$ cat config.mk
export PLATFORM = sky130hd
export DESIGN_NAME = axi4_write_master
export DESIGN_NICKNAME = d
export VERILOG_FILES = /design/src/rtl/axi4_write_master.sv
export SDC_FILE = /design/constraint.sdc
export NUM_CORES = 1
export LEC_CHECK = 0
export ABC_AREA = 1
export BUFFER_PORTS_ARGS = -buffer_cell sky130_fd_sc_hd__buf_2
export CORE_ASPECT_RATIO = 1.2
export CORE_UTILIZATION = 42
export CTS_CLUSTER_DIAMETER = 200
export DETAILED_ROUTE_END_ITERATION = 10
export PLACE_DENSITY = 0.86
export SLEW_MARGIN = 20
export SYNTH_ARGS = -nofsm -noshare
export SYNTH_HDL_FRONTEND = slang
export SYNTH_SLANG_ARGS = --single-unit
$ cat constraint.sdc
create_clock -name ACLK -period 1.85 [get_ports ACLK]
set_clock_uncertainty 0.2 [all_clocks]
set_input_delay 0.2775 -clock ACLK [delete_from_list [all_inputs] [get_ports ACLK]]
set_output_delay 0.2775 -clock ACLK [all_outputs]
set_load 0.02 [all_outputs]
$ cat src/rtl/axi4_write_master.sv
// Single-outstanding AXI4 INCR write-burst master.
// An upstream command (start address and AWLEN-encoded length) is checked,
// issued on AW, then its data beats are streamed straight from the upstream
// port onto W. A done pulse reports the B response to the upstream side.
//
// state  | meaning
// IDLE   | waiting for a command, cmd_ready high
// ADDR   | AWVALID high until the AW handshake
// DATA   | upstream beats passed through to W, beats counted
// RESP   | BREADY high until BVALID
// DONE   | one-cycle done pulse carrying the burst status
module axi4_write_master #(
  parameter int DATA_WIDTH = 32,
  parameter int ADDR_WIDTH = 16
) (
  input  logic                  ACLK,
  input  logic                  ARESETn,
  input  logic                  cmd_valid,
  output logic                  cmd_ready,
  input  logic [ADDR_WIDTH-1:0] cmd_addr,
  input  logic [7:0]            cmd_len,
  input  logic [DATA_WIDTH-1:0] wr_data,
  input  logic                  wr_valid,
  output logic                  wr_ready,
  output logic                  done,
  output logic [1:0]            done_resp,
  output logic [ADDR_WIDTH-1:0] AWADDR,
  output logic [7:0]            AWLEN,
  output logic [2:0]            AWSIZE,
  output logic                  AWVALID,
  input  logic                  AWREADY,
  output logic [DATA_WIDTH-1:0] WDATA,
  output logic                  WVALID,
  output logic                  WLAST,
  input  logic                  WREADY,
  input  logic [1:0]            BRESP,
  input  logic                  BVALID,
  output logic                  BREADY
);

  localparam int BYTES = DATA_WIDTH / 8;
  localparam int SZ    = $clog2(BYTES);

  typedef enum logic [2:0] {
    S_IDLE,
    S_ADDR,
    S_DATA,
    S_RESP,
    S_DONE
  } state_t;

  state_t                state_q, state_d;
  logic [ADDR_WIDTH-1:0] addr_q, addr_d;
  logic [7:0]            len_q, len_d;
  logic [7:0]            cnt_q, cnt_d;
  logic [1:0]            resp_q, resp_d;

  logic                  misaligned;
  logic                  crosses_4k;
  logic [15:0]           span_end;
  logic                  beat_hs;

  // Byte offset one past the last beat within the 4KB page; 16 bits holds
  // the worst case (4095 + 256 beats * 8 bytes) without wrapping.
  assign span_end   = {4'd0, cmd_addr[11:0]} + (({8'd0, cmd_len} + 16'd1) << SZ);
  assign crosses_4k = (span_end > 16'd4096);
  assign misaligned = |cmd_addr[SZ-1:0];

  assign AWSIZE  = 3'(SZ);
  assign AWADDR  = addr_q;
  assign AWLEN   = len_q;
  assign WDATA   = wr_data;
  assign beat_hs = WVALID & WREADY;

  // State and burst registers; reset aborts any burst silently.
  always_ff @(posedge ACLK or negedge ARESETn) begin
    if (!ARESETn) begin
      state_q <= S_IDLE;
      addr_q  <= '0;
      len_q   <= '0;
      cnt_q   <= '0;
      resp_q  <= '0;
    end else begin
      state_q <= state_d;
      addr_q  <= addr_d;
      len_q   <= len_d;
      cnt_q   <= cnt_d;
      resp_q  <= resp_d;
    end
  end

  // Next-state and output decode.
  always_comb begin
    state_d   = state_q;
    addr_d    = addr_q;
    len_d     = len_q;
    cnt_d     = cnt_q;
    resp_d    = resp_q;
    cmd_ready = 1'b0;
    AWVALID   = 1'b0;
    WVALID    = 1'b0;
    WLAST     = 1'b0;
    wr_ready  = 1'b0;
    BREADY    = 1'b0;
    done      = 1'b0;
    done_resp = 2'b00;

    unique case (state_q)
      S_IDLE: begin
        cmd_ready = 1'b1;
        if (cmd_valid) begin
          addr_d = cmd_addr;
          len_d  = cmd_len;
          cnt_d  = '0;
          if (misaligned || crosses_4k) begin
            resp_d  = 2'b10;
            state_d = S_DONE;
          end else begin
            state_d = S_ADDR;
          end
        end
      end

      S_ADDR: begin
        AWVALID = 1'b1;
        if (AWREADY) begin
          cnt_d   = '0;
          state_d = S_DATA;
        end
      end

      S_DATA: begin
        WVALID   = wr_valid;
        wr_ready = WREADY;
        WLAST    = (cnt_q == len_q);
        if (beat_hs) begin
          // The last beat leaves DATA instead of incrementing, so a
          // 256-beat burst never wraps the counter.
          if (cnt_q == len_q) begin
            cnt_d   = '0;
            state_d = S_RESP;
          end else begin
            cnt_d = cnt_q + 8'd1;
          end
        end
      end

      S_RESP: begin
        BREADY = 1'b1;
        if (BVALID) begin
          resp_d  = BRESP;
          state_d = S_DONE;
        end
      end

      S_DONE: begin
        done      = 1'b1;
        done_resp = resp_q;
        state_d   = S_IDLE;
      end

      default: state_d = S_IDLE;
    endcase
  end

endmodule
==> metrics.md, run 1 <==
| Metric | Value |
|---|---|
| Synth async-reset ratio | 100% |
| Via count | 2794 |
| # clock sinks | 37 |
| Die area | 6700 um^2 |
| CP startpoint | cmd_len[0] |
| Register area share after synthesis | 34.6% |
| RSZ-0062 raised after global routing | yes |
| Leakage power | 2.01 nW |
| Most frequent cells after synthesis | nand2_1 (59), inv_1 (41), dfrtp_1 (37) |
| Sequential power share | 23.6% |
| Critical Path Sink Type | flip-flop |
| Non-Filler Instances | 518 |
| Antenna violations before repair | 0 |
| Post-synth top area share | 34.6% |
| Startpoint of the worst hold path | cmd_addr[13] |
| Gate Count Post-Synth | 326 |
| FP Rows | 31 |
| I/O pins | 133 |
| Cell-internal power | 3.25 mW |
| Gpl congestion | 0.972 |
| Largest net degree at the start of global routing | 38 |
| Min-Delay Path Class | in2reg |
| Nets | 513 |
| Most frequent cell after synthesis | nand2_1 |
| Initial core utilization | 44.0% |
| Synth cell types | 39 |
| Avg WL per Cell | 17.6 um |
| Worst setup margin | -0.660 ns |
| CP arrival | 2.54 ns |
| Synth area leader | dfrtp_1 |
| Design Area, Final | 4010 um^2 |
| Cts bufs inserted | 5 |
| Fill cells | 454 |
| Clk network pwr share | 10.1% |
| P&R area growth vs syn | 49.6% |
| Reg-to-reg startpoint | AWLEN[1]$_DFFE_PN0P_ |
| Startpoint types | input pin |
| Switching Share | 45.0% |
| Avg Cell Area, Syn | 8.22 um^2 |
| IO buf count | 65 |
| First-pass GRT wire length | 11800 um |
| # DRC | 0 |
| Register area | 927 um^2 |
| Failing checks | setup timing |
| Post-synthesis register bit count | 37 |
| Final hold vios | 0 |
| Placed Instance Area | 3300 um^2 |
| Number of global-route vias before repair | 2724 |
| Drt pass-1 iters | 5 |
| H-tree Lvls | 2 |
| Status | finished with violations |
| Count of flip-flops with a built-in enable after synthesis | 0 |
| PD cells | 1480 nW/um^2 |
| Synth Cell Area | 2680 um^2 |
| WS Path Type | in2reg |
| Period utilization | 136% |
| Max Cap Violations | 0 |
| CTS Buffer Depth | 2 |
| FMAX | 0.398 GHz |
| Worst VDD drop | 0.742 mV |
| Antenna-violating nets left | 0 |
| Initial DRC Count | 230 |
| Top_reg_cell synth | dfrtp_1 |
| Final max-slew violation count | 0 |
| Worst EP required | 1.88 ns |
| Placed insts | 484 |
| Core area | 6090 um^2 |
| Die Ht | 89.5 um |
| Grt total ovfl | 0 |
| Vias per cell | 5.39 |
| Dpl hpwl | 5190 um |
| Post-placement setup slack | -0.904 ns |
| Maximum fanout along the worst path | 5 |
| Routed WL | 9130 um |
| Final TNS setup | -10.01 ns |
| Clock period minus final worst setup slack | 2.51 ns |
| GR Util All Layers | 23.6% |
| Combinational power share | 66.3% |
| # setup viols final | 43 |
| Synth warn | 0 |
| Clock root buffer | clkbuf_8 |
| Clk pin slew, worst setup/hold paths | 0.07 ns |
| Footprint of the multi-input gates | 1660 um^2 |
| Clk_lat worst skew | 0.30 ns |
| Share of post-route cells with drive strength above 1 | 54.0% |
| CTS tree | yes |
| Fin util | 65.8% |
| Switch Pwr | 2.66 mW |
| Main area contributors after synthesis | dfrtp_1 (35%), buf_4 (9.8%), nand2_1 (8.3%) |
| Die width | 74.9 um |
-- per-layer routing --
layer	track usage (%)	up-vias	wire (um)
met1	22.8	1355	3030
met3	3.95	56	523
met2	45.9	160	5030
met4	14.1	0	541
li1	-	1223	-
met5	0	-	0
-- cells by family (layout without fill, tap and decap cells) --
group,after synthesis,in the layout,share of synthesized area (%)
flops,37,37,34.6
other cells,2,4,0.280
xor+xnor,11,11,3.60
buf+inv,82,190,16.6
compound gates,29,29,6.45
simple gates,135,135,25.0
mux,17,17,7.15
fa+ha+maj,13,13,6.35
-- cell type report --
cell class                      instances  area share [%]
Sequential cell                        37            23.1
Antenna cell                            1          0.0624
Timing Repair Buffer                  139            26.5
Tap cell                               82            2.56
Clock buffer                            7            2.15
Inverter                               44            4.24
Multi-Input combinational cell        208            41.4
-- registers in the layout (all words and copies together) (netlist names) --
name	flops
AWLEN	8
resp_q	2
state_q	3
AWADDR	16
cnt_q	8
-- worst paths after layout --
check / to / cells after the start / slack [ns]
worst max-delay path: resp_q[0]$_DFFE_PN0P_ / 22 / -0.66
worst min-delay path: AWADDR[13]$_DFFE_PN0P_ / 2 / 0.01
worst max register to register: state_q[0]$_DFFE_PN0P_ / 10 / -0.35
worst min register to register: resp_q[1]$_DFFE_PN0P_ / 2 / 0.28
max in group asynchronous: AWADDR[1]$_DFFE_PN0P_ / 3 / 0.94
min in group asynchronous: state_q[1]$_DFFE_PN0P_ / 3 / 0.29
-- critical path, stage by stage --
cell and delay, ns:
buf_8 0.09, ha_4 0.15, nand2_4 0.05, inv_2 0.06
nand4_1 0.12, xor2_1 0.21, inv_1 0.10, ha_4 0.31
nand2_2 0.09, nor2_1 0.09, nand2_1 0.09, nand2_1 0.09
nand2_1 0.09, a21oi_1 0.16, nand3_1 0.09, nand2_1 0.08
nand2_2 0.07, nand2_2 0.07, nand2_2 0.06, nand2_2 0.08
nand2_1 0.05, nand2_1 0.05
-- per-stage QoR --
stage	hold slack, ns	power [mW]
2_1_floorplan	-0.218	3.11
3_3_place_gp	0.0545	4.05
3_5_place_dp	0.0582	4.17
4_1_cts	0.0116	5.20
5_1_grt	0.0263	6.21
6_report	0.0124	5.91
-- power by group through the flow --
stage	combinational, mW	sequential [mW]	clock (mW)
floorplan	1.41	1.70	0
global placement	2.69	1.35	0
detailed placement	2.78	1.39	0
CTS	3.25	1.37	0.586
global route	4.15	1.42	0.634
finish	3.92	1.40	0.597
-- placed cells by master (no fill, tap or decap), types with 10 or more instances in the layout --
cell type,synthesis,routed
inv_1,41,35
mux2_2,17,17
buf_4,35,60
dfrtp_1,37,36
nor2_4,3,10
buf_2,2,54
buf_6,0,17
nor2_1,27,20
nand3_1,16,11
nand2_1,59,49
o21ai_0,13,10
-- repair_timing --
action | CTS | global route
hold buffers | 1 | 0
hold endpoints to repair | 37 | 0
gates resized for setup | 55 | 40
pin swaps | 30 | 33
gates cloned | 0 | 3
buffers inserted | 15 | 9
setup endpoints to repair | 17 | 42
(Power assumes the default switching activity.)
==> inputs of run 2 (changes only) <==
--- a/config.mk
+++ b/config.mk
@@ -13,4 +13,5 @@
 export DETAILED_ROUTE_END_ITERATION = 10
 export PLACE_DENSITY = 0.86
+export REMOVE_ABC_BUFFERS = 1
 export SLEW_MARGIN = 20
 export SYNTH_ARGS = -nofsm -noshare
==> constraint.sdc (replaced) <==
create_clock -name ACLK -period 1.85 [get_ports ACLK]
set_clock_uncertainty 0.2 [all_clocks]
set_input_delay 0.37 -clock ACLK [delete_from_list [all_inputs] [get_ports ACLK]]
set_output_delay 0.37 -clock ACLK [all_outputs]
set_load 0.02 [all_outputs]
==> run 2 against run 1 <==
Against the previous run:
- the run still ends with setup timing left
- non-clock buffer count decreased by 4
- first-iteration DRC count fell by 27%
- sequential share of layout area rose by 0.094 points
- routed wire length grew 11%
- final cell count down 0.77%
- highest routed layer is now met5
==> metrics.md, run 2 (synthesis gave the netlist of run 1 again) <==
| Metric | Value |
|---|---|
| CP arrival | 2.79 ns |
| CTS tree | yes |
| Fin util | 65.6% |
| Routed WL | 10100 um |
| Gpl congestion | 0.895 |
| GR Util All Layers | 28.6% |
| Final TNS setup | -6.99 ns |
| Share of post-route cells with drive strength above 1 | 56.5% |
| Period utilization | 149% |
| Core area | 6090 um^2 |
| CTS Buffer Depth | 2 |
| Worst EP required | 1.89 ns |
| Leakage power | 1.99 nW |
| Die area | 6700 um^2 |
| Via count | 2848 |
| IO buf count | 65 |
| # setup viols final | 21 |
| PD cells | 1470 nW/um^2 |
| Ant. Diodes | 0 |
| Startpoint types | input pin |
| Nets | 509 |
| Initial core utilization | 44.0% |
| Grt total ovfl | 0 |
| Initial DRC Count | 169 |
| Combinational power share | 65.0% |
| Clock root buffer | clkbuf_8 |
| Switching Share | 45.1% |
| Antenna-violating nets left | 0 |
| Final hold vios | 0 |
| Critical Path Sink Type | flip-flop |
| FMAX | 0.363 GHz |
| WS Path Type | in2reg |
| Number of global-route vias before repair | 2728 |
| Clk_lat worst skew | 0.31 ns |
| Largest net degree at the start of global routing | 32 |
| Dpl hpwl | 6290 um |
| Switch Pwr | 2.64 mW |
| First-pass GRT wire length | 13700 um |
| Worst setup margin | -0.902 ns |
| Min-Delay Path Class | in2reg |
| Cell-internal power | 3.21 mW |
| Max Cap Violations | 0 |
| Clk network pwr share | 10.9% |
| Vias per cell | 5.54 |
| Clk pin slew, worst setup/hold paths | 0.09 ns |
| P&R area growth vs syn | 49.0% |
| Status | finished with violations |
| Sequential power share | 24.1% |
| Worst VDD drop | 0.812 mV |
| H-tree Lvls | 2 |
| Most frequent cells in the layout | buf_4 (56), buf_2 (52), nand2_1 (50) |
| Drt pass-1 iters | 5 |
| RSZ-0062 raised after global routing | yes |
| Avg WL per Cell | 19.7 um |
| Cts bufs inserted | 5 |
| # clock sinks | 37 |
| Die Ht | 89.5 um |
| # DRC | 0 |
| Final max-slew violation count | 0 |
| Failing checks | setup timing |
| Maximum fanout along the worst path | 4 |
| Max reg flops | 16 |
| Die width | 74.9 um |
| Clock period minus final worst setup slack | 2.75 ns |
| I/O pins | 133 |
| Most common cell after layout, fill and taps aside | buf_4 |
| Antenna violations before repair | 0 |
| FP Rows | 31 |
## run 2: repair_timing
action | 4_1_cts | 5_1_grt
cloned | 0 | 0
setup buffers | 15 | 9
hold buffers | 1 | 0
setup endpoints to repair | 19 | 22
pin swaps | 30 | 45
gates resized for setup | 84 | 48
hold endpoints to repair | 17 | 0
## run 2: power by group through the flow
| stage | Combinational (mW) | Sequential, mW | Clock (mW) |
|---|---|---|---|
| finish | 3.81 | 1.41 | 0.640 |
| global route | 4.05 | 1.44 | 0.669 |
| CTS | 3.47 | 1.35 | 0.616 |
| detailed placement | 2.74 | 1.38 | 0 |
| global placement | 2.63 | 1.36 | 0 |
| floorplan | 1.26 | 1.70 | 0 |
## run 2: routing by layer
metal	GRT usage [%]	part of all wire [%]
met5	4.76	0.40
met4	13.2	5.9
met3	13.8	11
met2	48.7	49
met1	29.0	34
## run 2: final timing paths
| kind | start | endpoint | slack (ns) | depth (start not counted) |
|---|---|---|---|---|
| worst max-delay path | cmd_len[2] | resp_q[0]$_DFFE_PN0P_ | -0.90 | 20 |
| max in group asynchronous | ARESETn | state_q[2]$_DFFE_PN0P_ | 0.58 | 3 |
| worst max register to register | AWLEN[2]$_DFFE_PN0P_ | resp_q[0]$_DFFE_PN0P_ | -0.42 | 10 |
| worst min-delay path | cmd_addr[12] | AWADDR[12]$_DFFE_PN0P_ | 0.09 | 2 |
| worst min register to register | AWADDR[3]$_DFFE_PN0P_ | AWADDR[3]$_DFFE_PN0P_ | 0.31 | 1 |
| min in group asynchronous | ARESETn | AWADDR[14]$_DFFE_PN0P_ | 0.37 | 2 |
## run 2: final cells by class
type	count	area, um^2
fill	421	2100
multi-input combinational	208	1670
timing repair buffer	135	1020
sequential	37	927
inverter	44	180
tap	82	103
clock buffer	6	82.6
clock inverter	2	13.8
## run 2: metrics by stage
step                instances  cell area [um^2]  power, mW  setup WS [ns]  hold slack (ns)
finish                    514              3990       5.86         -0.902           0.0860
CTS                       509              3790       5.44         -0.580           0.0945
detailed placement        486              3230       4.12          -1.20            0.138
floorplan                 289              2410       2.96         -0.651           -0.126
global route              514              3990       6.15          -1.02           0.0869
global placement          486              3230       3.99         -0.985            0.133
## run 2: worst max-delay path, stage by stage
cell     delay [ns]
buf_4          0.10
nand3_2        0.09
buf_4          0.16
xor2_1         0.14
ha_1           0.34
a21oi_2        0.24
nand2_1        0.18
nand2_1        0.12
nand2_1        0.07
nor2_1         0.12
nand2_1        0.07
nor2_1         0.13
nand3_1        0.11
nand2_1        0.10
nand2_1        0.08
nand2_1        0.08
nand2_2        0.06
nand2_2        0.08
nand2_1        0.06
nand2_1        0.07
==> inputs of run 3 (changes only) <==
- ABC_AREA: 1 -> default
- CORE_UTILIZATION: 42 -> 41
- CTS_CLUSTER_DIAMETER: 200 -> 120
==> run 3 against run 2 <==
Against the previous run:
- the flow still finishes with violations (setup timing)
- clock-buffer cell count is 1 higher
- clock power fell by 2%
- maximum frequency decreased by 4.1%
- sequential share of layout area up 0.38 points
- total power down 5.5%
- flip-flop and latch count stayed put
- non-clock buffer count increased by 7
- cell area decreased by 1.5%
- utilization down 0.13 points
- via count shrank 12%
- global-route usage is 1.8 points lower
==> metrics.md, run 3 <==
| Metric | Value |
|---|---|
| Switch Pwr | 2.21 mW |
| Switching Share | 40.0% |
| Number of global-route vias before repair | 2536 |
| Most frequent cells in the layout | buf_4 (69), buf_2 (53), dfrtp_1 (35) |
| GR Util All Layers | 26.9% |
| Cts bufs inserted | 5 |
| Min-Delay Path Class | in2reg |
| Hold_ws | 0.104 ns |
| Initial DRC Count | 126 |
| Most frequent cells after synthesis | dfrtp_1 (37), buf_4 (35), mux2_2 (26) |
| Largest net degree at the start of global routing | 38 |
| Fin util | 65.4% |
| CP arrival | 2.84 ns |
| Clk pin slew, worst setup/hold paths | 0.07 ns |
| Combinational power share | 63.0% |
| Most common cell after layout, fill and taps aside | buf_4 |
| P&R area growth vs syn | 54.2% |
| Placed insts | 418 |
| PD cells | 1410 nW/um^2 |
| Clk network pwr share | 11.4% |
| Core area | 6010 um^2 |
| Antenna violations before repair | 0 |
| Ant. Diodes | 0 |
| CTS Buffer Depth | 2 |
| Synth cell types | 47 |
| # setup viols final | 25 |
| Count of flip-flops with a built-in enable after synthesis | 0 |
| Status | finished with violations |
| Main area contributors after synthesis | dfrtp_1 (36%), mux2_2 (11%), buf_4 (10%) |
| Placed Instance Area | 3070 um^2 |
| H-tree Lvls | 2 |
| Worst EP required | 1.82 ns |
| Startpoint types | input pin |
| First-pass GRT wire length | 12900 um |
| Non-Filler Instances | 453 |
| # DRC | 0 |
| Clock period minus final worst setup slack | 2.87 ns |
| Final max-slew violation count | 0 |
| Critical Path Sink Type | flip-flop |
| Cell-internal power | 3.32 mW |
| Post-placement setup slack | -1.40 ns |
| Die width | 74.0 um |
| Die Ht | 88.4 um |
| I/O pins | 133 |
| RSZ-0062 raised after global routing | yes |
| Register area share after synthesis | 36.3% |
| Gate Count Post-Synth | 262 |
| # clock sinks | 37 |
| Period utilization | 155% |
| Most frequent cell after synthesis | dfrtp_1 |
| Maximum fanout along the worst path | 4 |
| Leakage power | 1.89 nW |
| Post-synth top area share | 36.3% |
| Synth warn | 0 |
| WS Path Type | in2reg |
| Avg Cell Area, Syn | 9.74 um^2 |
| Worst VDD drop | 0.951 mV |
| Worst setup margin | -1.02 ns |
| Final hold vios | 0 |
| Top_reg_cell synth | dfrtp_1 |
| CTS tree | yes |
| Via count | 2518 |
| Die area | 6540 um^2 |
| Synth area leader | dfrtp_1 |
| Routed WL | 9220 um |
| Overall Power | 5.54 mW |
| Initial core utilization | 42.4% |
| Avg WL per Cell | 20.4 um |
| Design Area, Final | 3930 um^2 |
| Synth Cell Area | 2550 um^2 |
| Gpl congestion | 0.983 |
| Clock root buffer | clkbuf_8 |
| Failing checks | setup timing |
| Post-synthesis register bit count | 37 |
| Antenna-violating nets left | 0 |
| Clk_lat worst skew | 0.29 ns |
| Drt pass-1 iters | 4 |
| Vias per cell | 5.56 |
| Synth async-reset ratio | 100% |
| FMAX | 0.348 GHz |
| FP Rows | 31 |
| Share of post-route cells with drive strength above 1 | 60.4% |
| Dpl hpwl | 5780 um |
| Sequential power share | 25.7% |
| IO buf count | 65 |
| Final TNS setup | -5.13 ns |
| Nets | 448 |
| Grt total ovfl | 0 |
| Max Cap Violations | 0 |
| Max reg flops | 16 |
-- run 3: changes by cell type in the layout (fill, tap and decap cells not counted), moves of 6 or more --
cell and change:
xor2_1 +10, inv_2 -6, nand2_1 -37, mux2_2 -15
mux2_4 +24, buf_4 +13, nand3_1 -6, nand2_2 -8
buf_6 -8, inv_1 -25, o21ai_1 +6
-- run 3: cell type report --
cell class / count / area [um^2]
sequential: 37 / 928
inverter: 8 / 32.5
multi-input combinational: 176 / 1710
tap: 82 / 103
clock buffer: 7 / 96.3
timing repair buffer: 142 / 1050
fill: 432 / 2080
clock inverter: 1 / 5.00
-- run 3: per-layer routing --
metal | track usage [%] | part of all wire [%]
met5 | 11.1 | 0.67
met2 | 43.8 | 50
met4 | 7.87 | 2.1
met1 | 29.9 | 38
met3 | 13.2 | 9.9
-- run 3: timing repair --
| item | in CTS | in global routing |
|---|---|---|
| hold endpoints to repair | 37 | 0 |
| buffers inserted | 14 | 11 |
| gates resized for setup | 62 | 67 |
| pin swaps | 25 | 16 |
| gates cloned | 0 | 2 |
| hold buffers | 1 | 0 |
| setup endpoints to repair | 39 | 43 |
-- run 3: power groups by stage --
| stage | clock network [mW] | logic [mW] | registers [mW] |
|---|---|---|---|
| 6_report | 0.630 | 3.49 | 1.42 |
| 5_1_grt | 0.669 | 3.71 | 1.45 |
| 4_1_cts | 0.641 | 2.73 | 1.39 |
| 3_5_place_dp | 0 | 2.31 | 1.39 |
| 3_3_place_gp | 0 | 2.24 | 1.36 |
| 2_1_floorplan | 0 | 1.00 | 1.72 |
-- run 3: cells by family (layout without fill, tap and decap cells) --
family,after synthesis,count (layout),synth area share (%)
simple gates,67,67,13.0
buf+inv,50,158,12.6
compound gates,47,47,12.8
flops,37,37,36.3
mux,27,27,11.9
xor+xnor,19,19,6.52
fa+ha+maj,13,13,6.67
other cells,2,3,0.294
-- run 3: final timing paths --
path	start	cells past startpoint	slack (ns)	to
worst max-delay path	cmd_len[0]	12	-1.02	resp_q[1]$_DFFE_PN0P_
worst max register to register	cnt_q[5]$_DFFE_PN0P_	8	-0.23	state_q[0]$_DFFE_PN0P_
worst min-delay path	BRESP[0]	3	0.10	resp_q[0]$_DFFE_PN0P_
worst min register to register	AWADDR[9]$_DFFE_PN0P_	1	0.32	AWADDR[9]$_DFFE_PN0P_
min in group asynchronous	ARESETn	3	0.45	AWLEN[7]$_DFFE_PN0P_
max in group asynchronous	ARESETn	3	0.62	state_q[2]$_DFFE_PN0P_
-- run 3: worst max-delay path, stage by stage --
cell	delay [ns]
buf_8	0.08
ha_4	0.14
nand3_2	0.13
xnor2_1	0.29
ha_2	0.35
o21ai_1	0.11
o211ai_1	0.13
a21o_1	0.24
a2111oi_4	0.35
nand4_1	0.23
o21ba_4	0.26
o22a_1	0.16
